<file path="config.mk">
export PLATFORM = sky130hd
export DESIGN_NAME = elevator_controller
export DESIGN_NICKNAME = d
export VERILOG_FILES = /design/src/rtl/elevator_controller.sv
export SDC_FILE = /design/constraint.sdc
export NUM_CORES = 1
export LEC_CHECK = 0
export ABC_AREA = 1
export ABC_CLOCK_PERIOD_IN_PS = 2800
export CORE_ASPECT_RATIO = 0.5
export CORE_UTILIZATION = 60
export DETAILED_ROUTE_END_ITERATION = 10
export PLACE_DENSITY = 0.8
export SETUP_SLACK_MARGIN = 0.15
export SLEW_MARGIN = 10
export SYNTH_ARGS = -nofsm -noshare
export SYNTH_HDL_FRONTEND = slang
export SYNTH_SLANG_ARGS = --single-unit
</file>
<file path="constraint.sdc">
create_clock -name clk -period 2.8 [get_ports clk]
set_clock_uncertainty 0.2 [all_clocks]
set_input_delay 0.42 -clock clk [delete_from_list [all_inputs] [get_ports clk]]
set_output_delay 0.42 -clock clk [all_outputs]
set_load 0.02 [all_outputs]
</file>
<file path="src/rtl/elevator_controller.sv">
// ---------------------------------------------------------------------------
// elevator_controller
//   Car controller for the 4-floor Spartan Elevator. Latches floor-call
//   buttons, moves the car one floor at a time using a SCAN (keep-direction)
//   policy, times floor-to-floor travel and door dwell, and drives a one-hot
//   current-floor code for the seven-segment display stage.
//
// Parameters
//   TRAVEL_CYCLES : clk cycles to travel one floor (>= 2)
//   DOOR_CYCLES   : clk cycles the door stays open (>= 2)
//
// Ports
//   clk          in   system clock, all state on rising edge
//   rst          in   asynchronous, active-high reset
//   req[3:0]     in   floor-call buttons, bit i = floor i+1 (debounced, sync)
//   floor[3:0]   out  one-hot current floor (0001=F1 .. 1000=F4)
//   pending[3:0] out  latched, not-yet-served calls
//   door_open    out  high while in DOOR state
//   moving_up    out  high while in UP state
//   moving_down  out  high while in DOWN state
// ---------------------------------------------------------------------------
module elevator_controller #(
  parameter int unsigned TRAVEL_CYCLES = 50_000_000,
  parameter int unsigned DOOR_CYCLES   = 100_000_000
) (
  input  logic       clk,
  input  logic       rst,
  input  logic [3:0] req,
  output logic [3:0] floor,
  output logic [3:0] pending,
  output logic       door_open,
  output logic       moving_up,
  output logic       moving_down
);

  localparam int unsigned TMAX = (TRAVEL_CYCLES > DOOR_CYCLES) ? TRAVEL_CYCLES : DOOR_CYCLES;
  localparam int unsigned TW   = $clog2(TMAX);

  localparam logic [TW-1:0] TRAVEL_LAST = TW'(TRAVEL_CYCLES - 1);
  localparam logic [TW-1:0] DOOR_LAST   = TW'(DOOR_CYCLES - 1);

  typedef enum logic [1:0] {
    S_IDLE,
    S_UP,
    S_DOWN,
    S_DOOR
  } state_e;

  state_e        state_q, state_d;
  logic          dir_up_q, dir_up_d;
  logic [3:0]    floor_q, floor_d;
  logic [3:0]    pending_q, pending_d;
  logic [TW-1:0] timer_q, timer_d;
  logic          door_open_q, door_open_d;
  logic          moving_up_q, moving_up_d;
  logic          moving_down_q, moving_down_d;

  // Live call set: latched calls plus buttons pressed this cycle, so a call
  // arriving on the same edge as a state change is always considered.
  logic [3:0] act;
  logic [3:0] below_mask;
  logic [3:0] above_mask;
  logic       hit;
  logic       above;
  logic       below;

  // Candidate floors after one shift, saturated at the shaft ends so the
  // floor code can never lose its single set bit.
  logic [3:0] floor_up;
  logic [3:0] floor_dn;
  logic       hit_up_new;
  logic       above_up_new;
  logic       hit_dn_new;
  logic       below_dn_new;

  logic [3:0] clr;

  always_comb begin
    act        = pending_q | req;
    below_mask = floor_q - 4'd1;
    above_mask = ~(floor_q | below_mask);
    hit        = |(act & floor_q);
    above      = |(act & above_mask);
    below      = |(act & below_mask);

    floor_up     = floor_q[3] ? floor_q : {floor_q[2:0], 1'b0};
    floor_dn     = floor_q[0] ? floor_q : {1'b0, floor_q[3:1]};
    hit_up_new   = |(act & floor_up);
    above_up_new = |(act & ~(floor_up | (floor_up - 4'd1)));
    hit_dn_new   = |(act & floor_dn);
    below_dn_new = |(act & (floor_dn - 4'd1));
  end

  // State register
  always_ff @(posedge clk or posedge rst) begin
    if (rst) begin
      state_q       <= S_IDLE;
      dir_up_q      <= 1'b1;
      floor_q       <= 4'b0001;
      pending_q     <= '0;
      timer_q       <= '0;
      door_open_q   <= 1'b0;
      moving_up_q   <= 1'b0;
      moving_down_q <= 1'b0;
    end else begin
      state_q       <= state_d;
      dir_up_q      <= dir_up_d;
      floor_q       <= floor_d;
      pending_q     <= pending_d;
      timer_q       <= timer_d;
      door_open_q   <= door_open_d;
      moving_up_q   <= moving_up_d;
      moving_down_q <= moving_down_d;
    end
  end

  // Next-state logic
  always_comb begin
    state_d  = state_q;
    dir_up_d = dir_up_q;
    floor_d  = floor_q;
    timer_d  = timer_q;
    clr      = '0;

    unique case (state_q)
      S_IDLE: begin
        timer_d = '0;
        if (hit) begin
          state_d = S_DOOR;
          clr     = floor_q;
        end else if (dir_up_q && above) begin
          state_d = S_UP;
        end else if (!dir_up_q && below) begin
          state_d = S_DOWN;
        end else if (above) begin
          dir_up_d = 1'b1;
          state_d  = S_UP;
        end else if (below) begin
          dir_up_d = 1'b0;
          state_d  = S_DOWN;
        end
      end

      // On arrival the stop/continue decision uses the floor being entered,
      // not the one being left; calls for the floor just left stay latched.
      S_UP: begin
        if (timer_q == TRAVEL_LAST) begin
          timer_d = '0;
          floor_d = floor_up;
          if (hit_up_new) begin
            state_d = S_DOOR;
            clr     = floor_up;
          end else if (!above_up_new) begin
            state_d = S_IDLE;
          end
        end else begin
          timer_d = timer_q + TW'(1);
        end
      end

      S_DOWN: begin
        if (timer_q == TRAVEL_LAST) begin
          timer_d = '0;
          floor_d = floor_dn;
          if (hit_dn_new) begin
            state_d = S_DOOR;
            clr     = floor_dn;
          end else if (!below_dn_new) begin
            state_d = S_IDLE;
          end
        end else begin
          timer_d = timer_q + TW'(1);
        end
      end

      // A press for the current floor restarts the dwell and is swallowed
      // by clr, so it never shows up as pending.
      S_DOOR: begin
        if (|(req & floor_q)) begin
          timer_d = '0;
          clr     = floor_q;
        end else if (timer_q == DOOR_LAST) begin
          timer_d = '0;
          state_d = S_IDLE;
        end else begin
          timer_d = timer_q + TW'(1);
        end
      end

      default: begin
        state_d = S_IDLE;
        timer_d = '0;
      end
    endcase

    pending_d = act & ~clr;
  end

  // Output logic, decoded from the next state so the status flops line up
  // with the state register.
  always_comb begin
    door_open_d   = (state_d == S_DOOR);
    moving_up_d   = (state_d == S_UP);
    moving_down_d = (state_d == S_DOWN);
  end

  assign floor       = floor_q;
  assign pending     = pending_q;
  assign door_open   = door_open_q;
  assign moving_up   = moving_up_q;
  assign moving_down = moving_down_q;

endmodule

</file>
==> flow_metrics.py, run 1 <==
metrics = {
    "grt": {
        "grt_pass1_vias": 2446,
        "grt.overflow.total": 0,
        "grtUsageTotal": 0.284,
        "grt_max_degree": 42,
        "antenna_found_initial": 0,
        "grt_pass1_wl_um": 11300,
    },
    "sta": {
        "rsz0062_at_grt": "no",
        "fin_ws_ns": 0.333,
        "fmax_mhz": 405,
        "timing.final.crit_share": 0.881,
        "slew_viol_final": 0,
        "finalSetupViolCount": 0,
        "slew_headroom": 0.648,
        "finalCriticalPeriod_ns": 2.47,
        "hold_violations": 0,
        "tightest_slew_ns": 0.527,
        "setup_tns_ns": 0,
    },
    "routing": {
        "route.met3.wl_um": 335,
        "wl_um": 6260,
        "drt_pass1_iterations": 5,
        "avgRoutedWirePerCell_um": 13.3,
        "initialDrtViolationCount": 166,
        "via_count": 2535,
        "drc": 0,
        "top_layer": "met4",
        "viasPerCell": 5.37,
        "dr_wl_met2_um": 2920,
        "postRouteAntennaNets": 0,
        "drt-met1-wl_um": 2950,
    },
    "clock_network": {
        "hold_buffers": 0,
        "cts_tree": "done",
        "clockBufferDepth": 2,
        "cts-resized-gates": 0,
        "cts_setup_buffers": 0,
        "htree_levels": 2,
        "cts-root-buf": "clkbuf_8",
        "clkLatencyLatePin_ns": 0.30,
        "clkSinkCount": 41,
        "cts_buffers": 5,
        "clk_pin_slew_ns": 0.08,
    },
    "flow_run": {
        "max_cap_viol_count": 0,
    },
    "floorplan": {
        "die_h_um": 50.8,
        "io_pins": 17,
        "dieArea_sq_um": 5050,
        "rows": 17,
        "start_util": 0.636,
        "core_area_sq_um": 4490,
        "fp.dieW_um": 99.5,
    },
    "critical_path": {
        "cp_cell_sequence": "clkinv_1, ha_2, ha_1, nor2_1, a21oi_1, nand2_1, inv_1, nand3_1, nand2_1, nand2_1, nand2_1, nand2_1, nand2_1, nor2_1",
        "slowest_stage": "dfstp_2",
        "path_class": "flop to flop",
        "cp_data_arrival_time_ns": 2.46,
        "worstSetupStartpointType": "flop",
        "cp_max_fo": 9,
        "cp.required_ns": 2.80,
        "end_kind": "flop",
        "cp_common_cell": "nand2_1",
        "slowest_delay_ns": 0.54,
    },
    "finish": {
        "area_growth_syn_to_layout_pct": 11.8,
        "nets": 423,
        "n_fill_cell": 359,
        "layout_commonest_cell": "nand2_1",
        "n_antenna_cell": 0,
        "post_route_cells_drive_above_1_share": 0.118,
        "layout_common_cells": "nand2_1 (85), nor2_1 (65), inv_1 (50)",
        "post-route-util": 0.711,
    },
    "synthesis": {
        "synth_warnings": 0,
        "syn_area_sq_um": 2850,
        "synth_area_per_cell_sq_um": 7.37,
        "ys_ff_latch": 41,
        "seq_area_frac_synth": 0.360,
        "synthesis.nets": 405,
        "synthCells": 387,
        "synthDistinctLibCells": 33,
    },
    "place": {
        "gp_congestion": 0.976,
        "port_buffers": 16,
        "dpl.hpwl_um": 4660,
        "dp_slack_ns": 0.307,
    },
    "power_and_ir_drop": {
        "power_density_nw_per_um2": 546,
        "ir_drop_mv": 0.282,
        "p_leak_uw": 0.00153,
    },
    "status": {
        "status": "finished, final reports clean",
    },
    "min_path": {
        "hold_class": "flop to flop",
    },
}
[critical path: cells and delay by family (launching register included)]
kind / cells / cell delay [ns]
AND/OR/NAND/NOR: 9 / 0.64
flip-flops: 1 / 0.54
AO/OA/AOI/OAI: 1 / 0.12
buffers and inverters: 2 / 0.27
adder cells (fa/ha/maj): 2 / 0.60
[cell families (layout without fill, tap and decap cells)]
family / Yosys count / count (layout) / share of synthesized area
buf+inv: 59 / 78 / 0.0833
fa+ha+maj: 12 / 12 / 0.0526
simple gates: 216 / 216 / 0.361
flops: 41 / 41 / 0.360
xor+xnor: 18 / 18 / 0.0552
compound gates: 41 / 41 / 0.0877
[path summary, 6_finish.rpt]
check                               to  slack, ns  cells after the start        from
max                          moving_up       0.33                     14    floor[0]
min                         timer_q[0]       0.33                      1  timer_q[0]
max reg2reg                  moving_up       0.33                     14    floor[0]
min reg2reg                 timer_q[0]       0.33                      1  timer_q[0]
max in group asynchronous     floor[0]       1.67                      3         rst
min in group asynchronous  timer_q[24]       0.34                      3         rst
[cell usage after synthesis]
cell type	n	area (sq um)
a21oi_1	14	70.1
a21oi_2	2	17.5
a22oi_1	1	7.51
a31o_2	1	8.76
buf_2	4	20.0
buf_4	3	22.5
clkinv_1	1	3.75
dfrtp_1	39	976
dfstp_2	2	52.6
ha_1	12	150
inv_1	50	188
inv_2	1	3.75
nand2_1	85	319
nand2_2	8	50.1
nand3_1	24	120
nand3_2	5	50.1
nand4_1	4	25.0
nand4_2	3	37.5
nor2_1	65	244
nor2_2	7	43.8
nor2_4	3	33.8
nor3_1	7	35.0
nor3_4	4	65.1
nor4_1	1	6.26
o2111ai_1	1	8.76
o211ai_1	5	37.5
o21a_1	2	15.0
o21ai_0	11	55.1
o21ai_2	1	8.76
o22ai_1	1	6.26
o31ai_1	2	15.0
xnor2_1	6	52.6
xor2_1	12	105
[per-layer routing]
layer / vias to the layer above / global-route usage
met1: 1180 / 0.382
met5: - / 0
met3: 10 / 0.0696
li1: 1268 / -
met4: 0 / 0.0490
met2: 77 / 0.475
[where the power goes]
part	total, uW	internal, uW	leakage, uW	switching (uW)
Clock	515	290	0.0000574	225
Sequential	676	636	0.000536	40.1
Combinational	550	160	0.000939	391
Total	1740	1090	0.00153	656
[state kept, by name (all words and copies together) (netlist names)]
| name | count |
|---|---|
| timer_q | 27 |
| pending | 4 |
| moving_down | 1 |
| moving_up | 1 |
| floor | 4 |
| door_open | 1 |
| dir_up_q | 1 |
| state_q | 2 |
[final cells by class]
cell class              instances  area [sq um]  share of cell area
clock inverters                 2          37.5              0.0118
flip-flops and latches         41          1030               0.322
inverters                      52           195              0.0612
well taps                      66          82.6              0.0259
multi-input cells             287          1590               0.498
repair buffers                 18           175              0.0549
clock buffers                   6          82.6              0.0259
[through the flow]
| stage | cell area (sq um) | power [uW] | std cells | hold WS, ns |
|---|---|---|---|---|
| CTS | 3190 | 1750 | 472 | 0.335 |
| floorplan | 2850 | 1120 | 387 | 0.268 |
| finish | 3190 | 1740 | 472 | 0.332 |
| detailed placement | 3070 | 1230 | 464 | 0.324 |
| global route | 3190 | 1870 | 472 | 0.370 |
| global placement | 3070 | 1210 | 464 | 0.286 |
No activity file was read; power rests on OpenSTA's default activity.
==> run 2, diff against run 1 <==
- ABC_CLOCK_PERIOD_IN_PS: 2800 -> 2700
- SETUP_SLACK_MARGIN: 0.15 -> unset
- clock period: 2.8 -> 2.7 ns (I/O delays scaled with it)
==> run 2 against run 1 <==
  * Critical path depth is the same
  * Global-route usage shrank 1.0 points
  * Count of clock-buffer cells in the layout shrank 1
==> flow_metrics.py, run 2 (synthesized netlist as in run 1, its figures left out) <==
metrics = {
    "critical_path": {
        "cp_common_cell": "nand2_1",
        "path_delay_family": "adder cells",
        "slowest_stage": "dfstp_2",
        "ff2ff_path_depth": 14,
        "cp_max_fo": 7,
        "slowest_delay_ns": 0.54,
        "path_class": "flop to flop",
        "worstSetupStartpointType": "flop",
        "r2r_slack_ns": 0.30,
        "rr_endpoint": "door_open",
        "cp.required_ns": 2.70,
        "cp_data_arrival_time_ns": 2.40,
        "end_kind": "flop",
        "cp_cell_sequence": "clkinv_1, ha_1, ha_1, nor2_1, a21oi_1, nand2_1, inv_1, nand3_1, nand2_1, nand2_1, nand2_1, nand2_1, nand2_1, nor2_1",
        "r2r-start": "floor[0]",
        "path_buf_inv": 2,
    },
    "grt": {
        "grt_pass1_wl_um": 10700,
        "grt.overflow.total": 0,
        "antenna_found_initial": 0,
        "grt_max_degree": 42,
        "grt_pass1_vias": 2374,
        "grtUsageTotal": 0.274,
    },
    "clock_network": {
        "hold_buffers": 0,
        "clk_pin_slew_ns": 0.09,
        "clkLatencyLatePin_ns": 0.31,
        "cts-resized-gates": 0,
        "cts_tree": "done",
        "cts_setup_buffers": 0,
        "cts-root-buf": "clkbuf_8",
        "clockBufferDepth": 2,
        "cts_buffers": 5,
        "clkSinkCount": 41,
        "htree_levels": 2,
    },
    "routing": {
        "viasPerCell": 5.35,
        "drc": 0,
        "initialDrtViolationCount": 183,
        "drt_pass1_iterations": 5,
        "wl_um": 6350,
        "via_count": 2529,
        "postRouteAntennaNets": 0,
        "avgRoutedWirePerCell_um": 13.4,
    },
    "finish": {
        "layout_commonest_cell": "nand2_1",
        "largest_reg_flops": 27,
        "nets": 424,
        "max_flop_register": "timer_q",
        "area_growth_syn_to_layout_pct": 11.8,
        "n_fill_cell": 367,
        "n_antenna_cell": 0,
        "layout_common_cells": "nand2_1 (85), nor2_1 (65), inv_1 (50)",
        "post_route_cells_drive_above_1_share": 0.118,
    },
    "place": {
        "dp_slack_ns": 0.301,
        "gp_congestion": 0.995,
        "port_buffers": 16,
        "dpl.hpwl_um": 4520,
    },
    "floorplan": {
        "die_h_um": 50.8,
        "rows": 17,
        "start_util": 0.636,
        "io_pins": 17,
        "dieArea_sq_um": 5050,
        "fp.dieW_um": 99.5,
        "core_area_sq_um": 4490,
    },
    "sta": {
        "fin_ws_ns": 0.299,
        "slew_viol_final": 0,
        "slew_headroom": 0.635,
        "setup_tns_ns": 0,
        "fmax_mhz": 416,
        "timing.final.crit_share": 0.889,
        "finalSetupViolCount": 0,
        "tightest_slew_ns": 0.546,
        "rsz0062_at_grt": "no",
        "hold_violations": 0,
        "finalCriticalPeriod_ns": 2.40,
    },
    "min_path": {
        "whs_endpoint": "timer_q[0]",
        "whs_path_depth": 1,
        "hp-start": "timer_q[0]",
        "hold_class": "flop to flop",
    },
    "power_and_ir_drop": {
        "ir_drop_mv": 0.368,
        "p_leak_uw": 0.00153,
        "power_density_nw_per_um2": 561,
    },
    "flow_run": {
        "max_cap_viol_count": 0,
    },
    "status": {
        "status": "finished, final reports clean",
    },
}
-- run 2: layout make-up --
| class | count | area (sq um) | share of cell area |
|---|---|---|---|
| flip-flops and latches | 41 | 1030 | 0.322 |
| inverters | 52 | 195 | 0.0612 |
| clock buffers | 5 | 68.8 | 0.0216 |
| clock inverters | 3 | 46.3 | 0.0145 |
| repair buffers | 19 | 183 | 0.0572 |
| well taps | 66 | 82.6 | 0.0259 |
| multi-input cells | 287 | 1590 | 0.497 |
-- run 2: stage by stage --
stage / utilization / hold slack [ns] / total power, uW / cell area [sq um] / std cells
2_1_floorplan: - / 0.268 / 1160 / 2850 / 387
3_3_place_gp: 0.686 / 0.286 / 1250 / 3080 / 465
3_5_place_dp: 0.686 / 0.304 / 1270 / 3080 / 465
4_1_cts: 0.711 / 0.312 / 1790 / 3190 / 473
5_1_grt: 0.711 / 0.327 / 1890 / 3190 / 473
6_report: 0.711 / 0.309 / 1790 / 3190 / 473
-- run 2: metal layers --
metal / global-route usage / share of wire
met5: 0 / 0
met3: 0.0487 / 0.052
met4: 0.103 / 0.011
met2: 0.463 / 0.47
met1: 0.356 / 0.47
-- run 2: how the worst max path moves through the flow --
stage,startpoint,end,slack (ns),cells after the start
floorplan,floor[0],moving_down,0.34,14
global placement,req[0],timer_q[7],0.34,8
detailed placement,req[0],moving_down,0.30,11
CTS,floor[0],moving_down,0.33,13
global route,floor[0],moving_up,0.10,14
finish,floor[0],door_open,0.30,14
-- run 2: power breakdown --
part           total (uW)  internal (uW)  leakage, uW  switching [uW]
sequential            700            660     0.000536            40.3
combinational         569            165     0.000944             404
clock                 521            277    0.0000543             244
total                1790           1100      0.00153             688
